**config.mk**
```make
export PLATFORM = sky130hd
export DESIGN_NAME = float_unpack_fork
export DESIGN_NICKNAME = d
export VERILOG_FILES = /design/src/rtl/floatmul_pkg.sv /design/src/rtl/float_unpack_fork.sv
export SDC_FILE = /design/constraint.sdc
export NUM_CORES = 1
export LEC_CHECK = 0
export CORE_ASPECT_RATIO = 1.2
export CORE_UTILIZATION = 40
export CTS_CLUSTER_SIZE = 24
export DETAILED_ROUTE_END_ITERATION = 8
export GPL_TIMING_DRIVEN = 0
export PLACE_DENSITY_LB_ADDON = 0.08
export SLEW_MARGIN = 30
export SYNTH_ARGS = -nofsm -noshare
export SYNTH_HDL_FRONTEND = slang
export SYNTH_SLANG_ARGS = --single-unit
export TNS_END_PERCENT = 20
```
**constraint.sdc**
```tcl
create_clock -name clk -period 2.5 [get_ports clk]
set_clock_uncertainty 0.05 [all_clocks]
set_input_delay 0.75 -clock clk [delete_from_list [all_inputs] [get_ports clk]]
set_output_delay 0.75 -clock clk [all_outputs]
set_load 0.02 [all_outputs]
```
**src/rtl/floatmul_pkg.sv**
```systemverilog
// Shared types for the float multiplier datapath: raw IEEE-754 binary32 words
// and the unpacked form with an explicit hidden bit.
package floatmul_pkg;

    typedef struct packed {
        logic        sign;
        logic [7:0]  exponent;
        logic [23:0] mantissa;
    } float32_t;

    typedef struct packed {
        logic        sign;
        logic [7:0]  exponent;
        logic [22:0] fraction;
    } ieee754_t;

    // Inf/NaN fall through the normal path untouched (hidden bit 1); only a
    // zero exponent field gets special treatment.
    function automatic float32_t unpack_f32(ieee754_t w, bit flush);
        float32_t r;
        r.sign     = w.sign;
        r.exponent = w.exponent;
        if (w.exponent == 8'd0)
            r.mantissa = flush ? 24'd0 : {1'b0, w.fraction};
        else
            r.mantissa = {1'b1, w.fraction};
        return r;
    endfunction

endpackage

```
**src/rtl/float_unpack_fork.sv**
```systemverilog
// Multiplier operand front-end: accepts one binary32 pair per handshake, unpacks
// both words and presents them on two independently draining valid/ready streams.
module float_unpack_fork
    import floatmul_pkg::*;
#(
    parameter bit FLUSH_DENORM = 1'b1
) (
    input  logic        clk,
    input  logic        rst,
    output logic        busy,
    input  logic        i_valid,
    input  logic [31:0] i_a,
    input  logic [31:0] i_b,
    output logic        i_ready,
    output logic        a_valid,
    output float32_t    a_payload,
    input  logic        a_ready,
    output logic        b_valid,
    output float32_t    b_payload,
    input  logic        b_ready,
    output logic [15:0] pair_count
);

    logic a_pend;
    logic b_pend;
    logic accept;

    // A new pair may enter in the same cycle the last pending half leaves.
    assign i_ready = ~rst & (~a_pend | a_ready) & (~b_pend | b_ready);
    assign accept  = i_valid & i_ready;
    assign a_valid = a_pend;
    assign b_valid = b_pend;
    assign busy    = a_pend | b_pend;

    // NOTE: sequential state uses non-blocking assignments so every register
    // samples pre-edge values regardless of statement order.
    always_ff @(posedge clk) begin
        if (rst) begin
            a_pend    <= 1'b0;
            a_payload <= '0;
        end else if (accept) begin
            a_pend    <= 1'b1;
            a_payload <= unpack_f32(ieee754_t'(i_a), FLUSH_DENORM);
        end else if (a_pend && a_ready) begin
            a_pend    <= 1'b0;
        end
    end

    always_ff @(posedge clk) begin
        if (rst) begin
            b_pend    <= 1'b0;
            b_payload <= '0;
        end else if (accept) begin
            b_pend    <= 1'b1;
            b_payload <= unpack_f32(ieee754_t'(i_b), FLUSH_DENORM);
        end else if (b_pend && b_ready) begin
            b_pend    <= 1'b0;
        end
    end

    always_ff @(posedge clk) begin
        if (rst)
            pair_count <= '0;
        else if (accept)
            pair_count <= pair_count + 16'd1;
    end

endmodule
```
Word-level counts from Yosys, hierarchy flattened
Cells that the tools add are included.

Register bits: 84. Input bits: 69. Output and inout bits: 86. Logic and storage cells: 31.

$add $sub $neg: 1. Mux-type cells: 6. Bitwise logic cells: 9. Reductions and logical operators: 6.

Operators by type and width (number): $mux 24 (2); $add 16x1->16 const B (1); $logic_not 8->1 (2); $mux 1 (4); $reduce_bool 2->1 (2); $and 1x1->1 (3); $not 1->1 (3); $or 1x1->1 (3); $logic_and 1x1->1 (2).

Depth between registers and ports, before layout
Word-level depth: 6. Mapped depth: 8. Gate-level depth less buffers: 5.

Worst setup path before layout
Ideal clock, no wire load.

Path kind: input to output. From: in rst. To: out i_ready. Arrival: 1.354 ns. Data required time: 1.700 ns. Setup slack: 0.346 ns. Stages: 3. Buffers on the path: 2. Cells stage by stage: buf_6 -> clkbuf_1 -> nor2_1.

Longest elaborated chain between the ends: 3.

Ends and longest elaborated chain: start, declared (RTL line float_unpack_fork.sv:9) `input logic rst,`; $not 1->1 (RTL line float_unpack_fork.sv:29) `assign i_ready = ~rst & (~a_pend | a_ready) & (~b_pend | b_ready);`; $and 1x1->1 (2 in series) (RTL line float_unpack_fork.sv:29); end, declared (RTL line float_unpack_fork.sv:14) `output logic i_ready,`.

No other way between the ends.

Worst setup path in the final report
From: reg b_pend, in the netlist b_valid. To: out busy.

Longest elaborated chain between the ends: 1.

Ends and longest elaborated chain: start, declared (RTL line float_unpack_fork.sv:25) `logic b_pend;`; start signal, assigned (RTL line float_unpack_fork.sv:51) `b_pend <= 1'b0;`; start signal, assigned (RTL line float_unpack_fork.sv:54) `b_pend <= 1'b1;`; start signal, assigned (RTL line float_unpack_fork.sv:57) `b_pend <= 1'b0;`; $or 1x1->1 (RTL line float_unpack_fork.sv:33) `assign busy = a_pend | b_pend;`; end, declared (RTL line float_unpack_fork.sv:10) `output logic busy,`.

No other way between the ends.

==> impl_metrics.csv <==
group,metric,value,unit
hold_path,holdCritPathClass,"reg -> reg",
worst_setup_path,cpPeakStageDelay,0.53,ns
worst_setup_path,crit_path_end_kind,"output port",
cells_and_area,nNetsFinal,630,
floorplanning,die_h,100,um
sta,fmax,429,MHz
floorplanning,rows,35,
placement,gp_congestion,0.792,
cells_and_area,fin_area,5060,sq um
grt,grt_pass1_vias,3205,
floorplanning,num_io_pins,155,
synth,synth_seq_cells,84,
worst_setup_path,cp_max_fo,3,
drt,vias,3343,
clock_tree,cts_sinks,84,
grt,overflow,0,
outcome,run_status,"complete, no violations",
sta,rsz0062_at_grt,"no",
sta,fin_crit,2.33,ns
cells_and_area,drive_gt1_share,7.26,%
worst_setup_path,required,1.70,ns
placement,placed_area,4850,sq um
clock_tree,cts_hold_buf,0,
synth,synth_cell_type_count,26,
synth,synth_area,3210,sq um
drt,via_per_inst,5.09,
placement,place_inst,639,
worst_setup_path,worst_ep_arrival_time,1.53,ns
grt,grt_pass1_wl,15400,um
worst_setup_path,slowest_stage,"clkdlybuf4s50_1",
clock_tree,clk_pin_slew,0.08,ns
clock_tree,htree_num_levels,3,
cells_and_area,num-fill-cells,697,
power,ir_drop,0.383,mV
drt,drt_pass1_iterations,5,
sta,worst_hold_slack,0.401,ns
synth,avgSynthCellArea,8.14,sq um
grt,grtUsageTotal,23.1,%
worst_setup_path,cp_cell_sequence,"or2_2 > clkdlybuf4s50_1",
cells_and_area,syn_to_final_growth,58.0,%
floorplanning,die_x,83.7,um
sta,final-hold-violation-count,0,
power,power.density,546,nW/um^2
floorplanning,dieArea,8380,sq um
worst_setup_path,criticalPathCategory,"reg -> out",
synth,seq_area_frac_synth,52.5,%
grt,antenna_found_initial,0,
placement,dpl_worst_slack,-0.606,ns
sta,finalSetupTns,0,ns
cells_and_area,final_cells,657,
drt,antenna_left,0,
floorplanning,core,7710,sq um
placement,portBuffers,153,
clock_tree,cts_buffer_depth,2,
cells_and_area,diodes,0,
flow_run,drv_cap,0,
sta,finalMaxSlewViolations,0,
clock_tree,clk_latency,0.35,ns
drt,drt_iter0_markers,142,
clock_tree,cts_tree,"yes",
power,p_leak,1.77,nW
drt,drc,0,
placement,hpwlAfterDp,6990,um
worst_setup_path,worstSetupStartpointType,"register",
sta,worst_slack,0.170,ns
synth,syn_inst,394,
floorplanning,start_util,41.6,%
clock_tree,cts_root_buf,"clkbuf_8",
synth,yosysWarnings,0,
sta,worst_slew_pin_slew,0.535,ns
drt,wl,9540,um
sta,setup_viol,0,
drt,wl_per_cell,14.5,um
clock_tree,cts_buffers,9,
sta,period_share,93.2,%
grt,grt_max_degree,16,
synth,syn_nets,464,
sta,max_slew_margin,64.4,%
-- synth_stat cells --
cell,number,area (sq um)
clkbuf_1,18,67.6
dfxtp_1,84,1680
or2_2,1,6.26
xnor2_1,1,8.76
o21ai_0,3,15.0
and3_1,3,18.8
nand2b_1,2,12.5
and4b_2,1,11.3
ha_1,1,12.5
a21oi_1,79,395
nand4_1,6,37.5
and4_1,1,8.76
xor2_1,4,35.0
nand3_4,1,17.5
nor4_1,4,25.0
or4_1,7,52.6
nor2_1,6,22.5
or3_1,3,18.8
nor2b_2,1,8.76
inv_1,1,3.75
buf_2,14,70.1
nand2_1,95,357
buf_6,1,11.3
nand3_1,49,245
o31ai_1,7,52.6
nand3_2,1,10.0
-- cells by family (layout without fill, tap and decap cells) --
family | count (synthesis) | count (layout) | share of synthesized area, %
AOI/OAI and AO/OA | 89 | 89 | 14.4
DFF | 84 | 84 | 52.5
buffers and inverters | 34 | 205 | 4.76
and+or+nand+nor | 181 | 181 | 26.6
adders and majority gates | 1 | 1 | 0.390
xor gates and xnor gates | 5 | 5 | 1.37
-- critical path, delay by kind of cell (launching register included) --
kind | cells | cell delay [ns]
buffers and inverters | 1 | 0.53
DFF | 1 | 0.35
and+or+nand+nor | 1 | 0.30
-- registers in the layout, indices dropped and copies added (netlist names) --
signal / cells
b_valid: 1
pair_count: 16
a_valid: 1
b_payload: 33
a_payload: 33
-- final cells by class --
class                   instances  area [sq um]  share of cell area (%)
flip-flops and latches         84          1680                    33.2
inverters                       1          3.75                  0.0741
well taps                      92           115                    2.27
plain buffers                  33           161                    3.19
multi-input cells             276          1390                    27.4
clock inverters                 7          51.3                    1.01
clock buffers                   9           124                    2.45
repair buffers                155          1540                    30.4
-- per-layer routing --
metal	up-vias	part of all wire (%)	global-route usage [%]
met2	114	47	38.0
li1	1685	-	-
met3	22	7.6	7.40
met1	1522	42	27.6
met4	0	3.0	10.6
met5	-	0	0
-- what timing repair did --
action | in CTS | in global routing
resized for setup | 13 | 0
buffers inserted | 2 | 0
setup endpoints to repair | 1 | 0
-- power by group --
part	switching, mW	total [mW]	internal [mW]
sequential	0.0308	1.42	1.39
clock	0.507	0.873	0.366
combinational	0.226	0.469	0.243
total	0.764	2.77	2.00
-- layout by cell type, fill, tap and decap left out, types with 3 or more instances in the layout --
cell,synthesis,layout
a21oi_1,79,79
and3_1,3,3
buf_2,14,12
buf_4,0,3
buf_6,1,3
clkbuf_1,18,18
clkbuf_8,0,9
clkdlybuf4s50_1,0,150
dfxtp_1,84,84
nand2_1,95,95
nand3_1,49,49
nand4_1,6,6
nor2_1,6,6
nor4_1,4,4
o21ai_0,3,3
o31ai_1,7,7
or3_1,3,3
or4_1,7,7
xor2_1,4,4
-- metrics by stage --
step	util [%]	total power, mW
4_1_cts	65.7	2.80
3_3_place_gp	63.0	1.91
5_1_grt	65.7	2.90
3_5_place_dp	63.0	1.92
2_1_floorplan	-	1.65
6_report	65.7	2.77
-- worst paths after layout --
| check | startpoint | endpoint | slack (ns) | cells after the start |
|---|---|---|---|---|
| max | b_valid$_SDFFE_PP0P_ | busy | 0.17 | 2 |
| min | a_payload[4]$_SDFFE_PP0P_ | a_payload[4]$_SDFFE_PP0P_ | 0.40 | 2 |
| max reg2reg | a_valid$_SDFFE_PP0P_ | a_payload[2]$_SDFFE_PP0P_ | 0.65 | 8 |
| min reg2reg | a_payload[4]$_SDFFE_PP0P_ | a_payload[4]$_SDFFE_PP0P_ | 0.40 | 2 |
Power figures use the tool's default switching activity.
